===== src/rtl/imem_boot_loader.sv =====
// Byte-stream boot loader: length-prefixed little-endian words into IMEM, holding the core in reset until done.
// Optional BOOT_CHECKSUM_EN adds a trailing XOR checksum byte.
module imem_boot_loader #(
    parameter int unsigned ADDR_W     = 10,
    parameter int unsigned DEPTH      = 1024,
    parameter int unsigned AUTO_START = 1
) (
    input  logic              clk,
    input  logic              rst,
    input  logic              start,
    input  logic              s_valid,
    input  logic [7:0]        s_data,
    output logic              s_ready,
    output logic              imem_we,
    output logic [ADDR_W-1:0] imem_addr,
    output logic [31:0]       imem_wdata,
    output logic              core_rst_n,
    output logic              busy,
    output logic              done,
    output logic              err,
    output logic [15:0]       word_cnt
);

    localparam logic [15:0] DEPTH_W = 16'(DEPTH);

    typedef enum logic [2:0] {
        S_IDLE   = 3'd0,
        S_LEN_LO = 3'd1,
        S_LEN_HI = 3'd2,
        S_DATA   = 3'd3,
`ifdef BOOT_CHECKSUM_EN
        S_CSUM   = 3'd4,
`endif
        S_DONE   = 3'd5,
        S_ERR    = 3'd6
    } state_e;

    state_e              state_q, state_d;
    state_e              fin_state;
    logic [15:0]         len_q, len_d;
    logic [15:0]         cnt_q, cnt_d;
    logic [1:0]          idx_q, idx_d;
    logic [23:0]         asm_q, asm_d;
    logic                we_q, we_d;
    logic [ADDR_W-1:0]   addr_q, addr_d;
    logic [31:0]         wdata_q, wdata_d;
    logic                crn_q, crn_d;
    logic                busy_q, busy_d;
    logic                done_q, done_d;
    logic                err_q, err_d;
    logic                accept_state;
    logic                accept;
    logic                arm;
    logic [15:0]         new_len;
    logic [15:0]         cnt_inc;
`ifdef BOOT_CHECKSUM_EN
    logic [7:0]          csum_q, csum_d;
`endif

    // Ready is a pure function of state, forced low while reset is held.
    always_comb begin
        accept_state = (state_q == S_LEN_LO) || (state_q == S_LEN_HI) || (state_q == S_DATA);
`ifdef BOOT_CHECKSUM_EN
        accept_state = accept_state || (state_q == S_CSUM);
`endif
        s_ready = accept_state && !rst;
        accept  = s_valid && s_ready;
    end

    // Next-state and datapath updates.
    always_comb begin
        state_d = state_q;
        len_d   = len_q;
        cnt_d   = cnt_q;
        idx_d   = idx_q;
        asm_d   = asm_q;
        we_d    = 1'b0;
        addr_d  = addr_q;
        wdata_d = wdata_q;
        arm     = 1'b0;
        new_len = {s_data, len_q[7:0]};
        cnt_inc = 16'(cnt_q + 16'd1);
        fin_state = S_DONE;
`ifdef BOOT_CHECKSUM_EN
        csum_d    = csum_q;
        fin_state = S_CSUM;
`endif

        case (state_q)
            S_IDLE: begin
                if (start) arm = 1'b1;
            end
            S_LEN_LO: begin
                if (accept) begin
                    len_d[7:0] = s_data;
                    state_d    = S_LEN_HI;
                end
            end
            S_LEN_HI: begin
                if (accept) begin
                    len_d[15:8] = s_data;
                    if (new_len == 16'd0)        state_d = fin_state;
                    else if (new_len > DEPTH_W)  state_d = S_ERR;
                    else                         state_d = S_DATA;
                end
            end
            S_DATA: begin
                if (accept) begin
`ifdef BOOT_CHECKSUM_EN
                    csum_d = csum_q ^ s_data;
`endif
                    case (idx_q)
                        2'd0:    asm_d[7:0]   = s_data;
                        2'd1:    asm_d[15:8]  = s_data;
                        2'd2:    asm_d[23:16] = s_data;
                        default: begin
                            we_d    = 1'b1;
                            wdata_d = {s_data, asm_q};
                            addr_d  = cnt_q[ADDR_W-1:0];
                            cnt_d   = cnt_inc;
                            if (cnt_inc == len_q) state_d = fin_state;
                        end
                    endcase
                    idx_d = 2'(idx_q + 2'd1);
                end
            end
`ifdef BOOT_CHECKSUM_EN
            S_CSUM: begin
                if (accept) state_d = (s_data == csum_q) ? S_DONE : S_ERR;
            end
`endif
            S_DONE, S_ERR: begin
                if (start) arm = 1'b1;
            end
            default: state_d = S_IDLE;
        endcase

        if (arm) begin
            state_d = S_LEN_LO;
            cnt_d   = 16'd0;
            idx_d   = 2'd0;
            asm_d   = 24'd0;
`ifdef BOOT_CHECKSUM_EN
            csum_d  = 8'd0;
`endif
        end

        busy_d = (state_d == S_LEN_LO) || (state_d == S_LEN_HI) || (state_d == S_DATA);
`ifdef BOOT_CHECKSUM_EN
        busy_d = busy_d || (state_d == S_CSUM);
`endif
        done_d = (state_d == S_DONE);
        err_d  = (state_d == S_ERR);
        // Release the core one edge after DONE is entered, never alongside the last write.
        crn_d  = (state_q == S_DONE) && (state_d == S_DONE);
    end

    always_ff @(posedge clk or posedge rst) begin
        if (rst) begin
            if (AUTO_START != 0) state_q <= S_LEN_LO;
            else                 state_q <= S_IDLE;
            len_q   <= '0;
            cnt_q   <= '0;
            idx_q   <= '0;
            asm_q   <= '0;
            we_q    <= 1'b0;
            addr_q  <= '0;
            wdata_q <= '0;
            crn_q   <= 1'b0;
            busy_q  <= 1'b0;
            done_q  <= 1'b0;
            err_q   <= 1'b0;
`ifdef BOOT_CHECKSUM_EN
            csum_q  <= '0;
`endif
        end else begin
            state_q <= state_d;
            len_q   <= len_d;
            cnt_q   <= cnt_d;
            idx_q   <= idx_d;
            asm_q   <= asm_d;
            we_q    <= we_d;
            addr_q  <= addr_d;
            wdata_q <= wdata_d;
            crn_q   <= crn_d;
            busy_q  <= busy_d;
            done_q  <= done_d;
            err_q   <= err_d;
`ifdef BOOT_CHECKSUM_EN
            csum_q  <= csum_d;
`endif
        end
    end

    assign imem_we    = we_q;
    assign imem_addr  = addr_q;
    assign imem_wdata = wdata_q;
    assign core_rst_n = crn_q;
    assign busy       = busy_q;
    assign done       = done_q;
    assign err        = err_q;
    assign word_cnt   = cnt_q;

endmodule


===== config.mk =====
export PLATFORM = sky130hd
export DESIGN_NAME = imem_boot_loader
export DESIGN_NICKNAME = d
export VERILOG_FILES = /design/src/rtl/imem_boot_loader.sv
export SDC_FILE = /design/constraint.sdc
export NUM_CORES = 1
export LEC_CHECK = 0
export ABC_AREA = 1
export BUFFER_PORTS_ARGS = -buffer_cell sky130_fd_sc_hd__buf_2
export CAP_MARGIN = 20
export CORE_ASPECT_RATIO = 0.6
export CORE_MARGIN = 2
export CORE_UTILIZATION = 51
export DETAILED_ROUTE_END_ITERATION = 6
export PLACE_DENSITY = 0.76
export SKIP_LAST_GASP = 1
export SLEW_MARGIN = 25
export SYNTH_ARGS = -nofsm -noshare
export SYNTH_HDL_FRONTEND = slang
export SYNTH_SLANG_ARGS = --single-unit

===== constraint.sdc =====
create_clock -name clk -period 2.97 [get_ports clk]
set_input_delay 0.297 -clock clk [delete_from_list [all_inputs] [get_ports clk]]
set_output_delay 0.297 -clock clk [all_outputs]
set_load 0.02 [all_outputs]

==> flow_summary_export.csv <==
group,metric,value,unit
sta,fmax,0.423,GHz
placement,dp_hpwl,9100,um
synthesis,synth-simple-area-share,28.2,%
drt,first_iter_violations,423,
layout,final-instance-count-excl-fill,812,
setup_path,path_class,"reg2reg",
clock_tree,numClockSinks,108,
power_and_ir_drop,p_total,0.00427,W
sta,tightest_slew,0.877,ns
synthesis,synthDistinctLibCells,29,
floorplan,die_x,131,um
setup_path,cp_data_required_time,3.21,ns
grt,overflow,0,
power_and_ir_drop,p_comb_share,23.6,%
drt,drt_wl_total,12800,um
setup_path,cp-end-kind,"flip-flop",
grt,grt_max_degree,71,
clock_tree,cts_tree,"yes",
layout,drive_gt1_share,17.6,%
sta,setup_violations,0,
grt,grt_antenna_before_repair,0,
layout,syn_to_final_growth,16.7,%
sta,fin_crit,2.37,ns
power_and_ir_drop,vdd_ir_drop_max,0.000471,V
drt,vias_per_cell,5.49,
sta,slew_headroom,41.0,%
synthesis,yosys.area_share.adder,1.26,%
layout,utilization,62.1,%
power_and_ir_drop,leakage,3.10,nW
clock_tree,clock_path_buffers,2,
layout,antenna_cells,0,
power_and_ir_drop,p_switching,0.00142,W
synthesis,yosys_warnings,0,
floorplan,die_h,80.4,um
clock_tree,cts_inserted_buffers,9,
sta,setup-tns-final,0,ns
sta,drv_slew,0,
run_status,status,"complete, no violations",
synthesis,synth_fp_nets,622,
layout,nets,695,
drt,drc_errors,0,
drt,wl_per_cell,15.8,um
clock_tree,cts.htree.levels,3,
synthesis,synth_compound_area_share,8.90,%
synthesis,synth_top_cells_by_area,"dfrtp_1, nand2_1, o21ai_0",
clock_tree,postCtsSetupRepairBufs,0,
synthesis,syn-cell-area,4960,sq um
layout,multi_input_area,1960,sq um
power_and_ir_drop,switching_share,33.3,%
synthesis,synthFlopType,"dfrtp_1",
synthesis,synth-xor-area-share,1.16,%
power_and_ir_drop,seq_power_share,46.1,%
floorplan,boundaryPins,76,
drt,dr.pass1.iters,6,
sta,fin_crit_sh,79.7,%
placement,io_buffers,75,
placement,gp_congestion,0.926,
synthesis,avgSynthCellArea,8.20,sq um
worst_hold_path,hold_class,"in2async",
layout,fill_cells,814,
sta,rsz0062_at_grt,"no",
synthesis,synth_top_area_share,54.0,%
power_and_ir_drop,p_clk_share,30.3,%
floorplan,num_rows,27,
synthesis,ys_seq_area_share,54.5,%
synthesis,syn_inst,605,
power_and_ir_drop,power-per-cell-area,738,nW/um^2
setup_path,worstPathMaxFanout,4,
sta,skew,0.00621,ns
floorplan,core_area,9320,sq um
floorplan,fp.dieArea,10600,sq um
synthesis,synth_top_family_by_area,"simple AND/OR/NAND/NOR gates",
drt,detail-route-antenna-nets,0,
power_and_ir_drop,p_int,0.00285,W
setup_path,worstPathArrival,2.61,ns
clock_tree,cts.reportedPaths.clkPinSlew,0.07,ns
clock_tree,postCtsHoldBufs,0,
grt,grt_pass1_vias,4202,
synthesis,yosys.area.top_type,"dfrtp_1",
placement,dp.cells,797,
grt,gr-usage-all-layers,25.5,%
layout,ff_latch_area,2700,sq um
grt,grt_pass1_wl,21000,um
clock_tree,ctsResizeCount,0,
synthesis,async_reset_ff_share,100,%
synthesis,synth-seq-cells,108,
sta,finalHoldViolCount,0,
clock_tree,clock-root-buffer,"clkbuf_16",
setup_path,start_kind,"flip-flop",
drt,vias,4454,
clock_tree,clk_latency,0.35,ns
floorplan,initial_core_util,53.2,%
synthesis,synth_edf_count,0,
run,cap_violations,0,
synthesis,synth_mux_area_share,0,%
[Yosys cell counts, drive strengths merged (2+ instances only)]
cell type,n
clkbuf,12
ha,5
nand2,225
o22ai,9
o21ai,70
inv,59
nor2,38
buf,6
nor3,2
or2,2
xor2,3
dfrtp,107
a21oi,4
nand3b,3
nand3,43
nand4,10
nor4,2
[placed cells by master, fill, tap and decap left out]
master,netlist,layout
clkinvlp_4,0,3
xnor3_1,1,1
o22ai_1,9,9
nand2_1,219,219
ha_1,5,5
nor2_1,28,28
inv_6,0,1
bufinv_16,0,2
nand4_1,10,10
dfrtp_1,107,107
dfstp_2,1,1
o21ai_1,7,7
nand3_1,43,43
clkbuf_16,0,9
a21oi_1,4,4
nand3b_1,3,3
buf_2,5,75
xnor2_1,1,1
buf_4,0,5
or2_2,2,2
nor2_2,4,4
o31ai_1,1,1
nor2_4,5,5
nor4_1,2,2
nand2_2,6,6
inv_2,5,5
inv_1,54,53
o21ai_0,63,63
clkbuf_8,0,1
xor2_1,3,3
nor3_1,2,2
a211oi_1,1,1
nor2_8,1,1
[cell families after synthesis]
group,after synthesis
simple gates,325
flops,108
compound gates,85
buf+inv,77
xor+xnor,5
fa+ha+maj,5
[metal layers]
layer,part of all wire (%),vias to the layer above,GRT usage (%)
li1,-,2087,-
met1,47,2136,37.5
met2,44,213,38.2
met3,8.8,18,6.06
met4,1.0,0,6.52
met5,0,-,0
[state kept, by name (all words and copies together) (netlist names)]
name / cells
imem_wdata: 32
asm_q: 24
len_q: 16
word_cnt: 16
imem_addr: 10
state_q: 3
idx_q: 2
busy: 1
core_rst_n: 1
done: 1
err: 1
imem_we: 1
[power groups by stage]
stage,registers (W),logic [W],clock network [W]
floorplan,0.00198,0.000686,0
detailed placement,0.00199,0.000982,0
finish,0.00197,0.00101,0.00130
CTS,0.00197,0.000998,0.00130
global placement,0.00197,0.000940,0
global route,0.00201,0.00115,0.00137
[worst paths after layout]
check                               start             end  slack, ns  depth (start not counted)
max                              len_q[0]            done       0.60                         11
min                                   rst  imem_wdata[25]       0.13                          3
max reg2reg                      len_q[0]            done       0.60                         11
min reg2reg                imem_wdata[14]  imem_wdata[14]       0.47                          2
max in group asynchronous             rst    imem_addr[3]       2.18                          3
min in group clk                s_data[0]        asm_q[8]       0.28                          3
[worst max-delay path: stages (launching register included)]
cell,delay [ns]
dfrtp_1,0.41
or2_2,0.30
nor4_1,0.73
nand2_1,0.08
o21ai_0,0.15
nand2_1,0.11
a21oi_1,0.15
nand2_1,0.09
nand2_2,0.08
inv_2,0.05
nand2_2,0.06
inv_1,0.04
[final cells by class]
| type | instances | area share (%) |
|---|---|---|
| Tap cell | 130 | 2.81 |
| Clock buffer | 10 | 4.13 |
| Timing Repair Buffer | 80 | 7.13 |
| Multi-Input combinational cell | 420 | 33.9 |
| Clock inverter | 5 | 1.45 |
| Sequential cell | 108 | 46.7 |
| Inverter | 59 | 3.89 |
[per-stage QoR]
stage               setup slack (ns)  area [sq um]  hold slack, ns
floorplan                      0.956          4970           0.449
global placement               0.843          5470           0.449
detailed placement             0.796          5470           0.454
CTS                            0.749          5790           0.153
global route                   0.505          5790           0.195
finish                         0.604          5790           0.130
(Power assumes the default switching activity.)
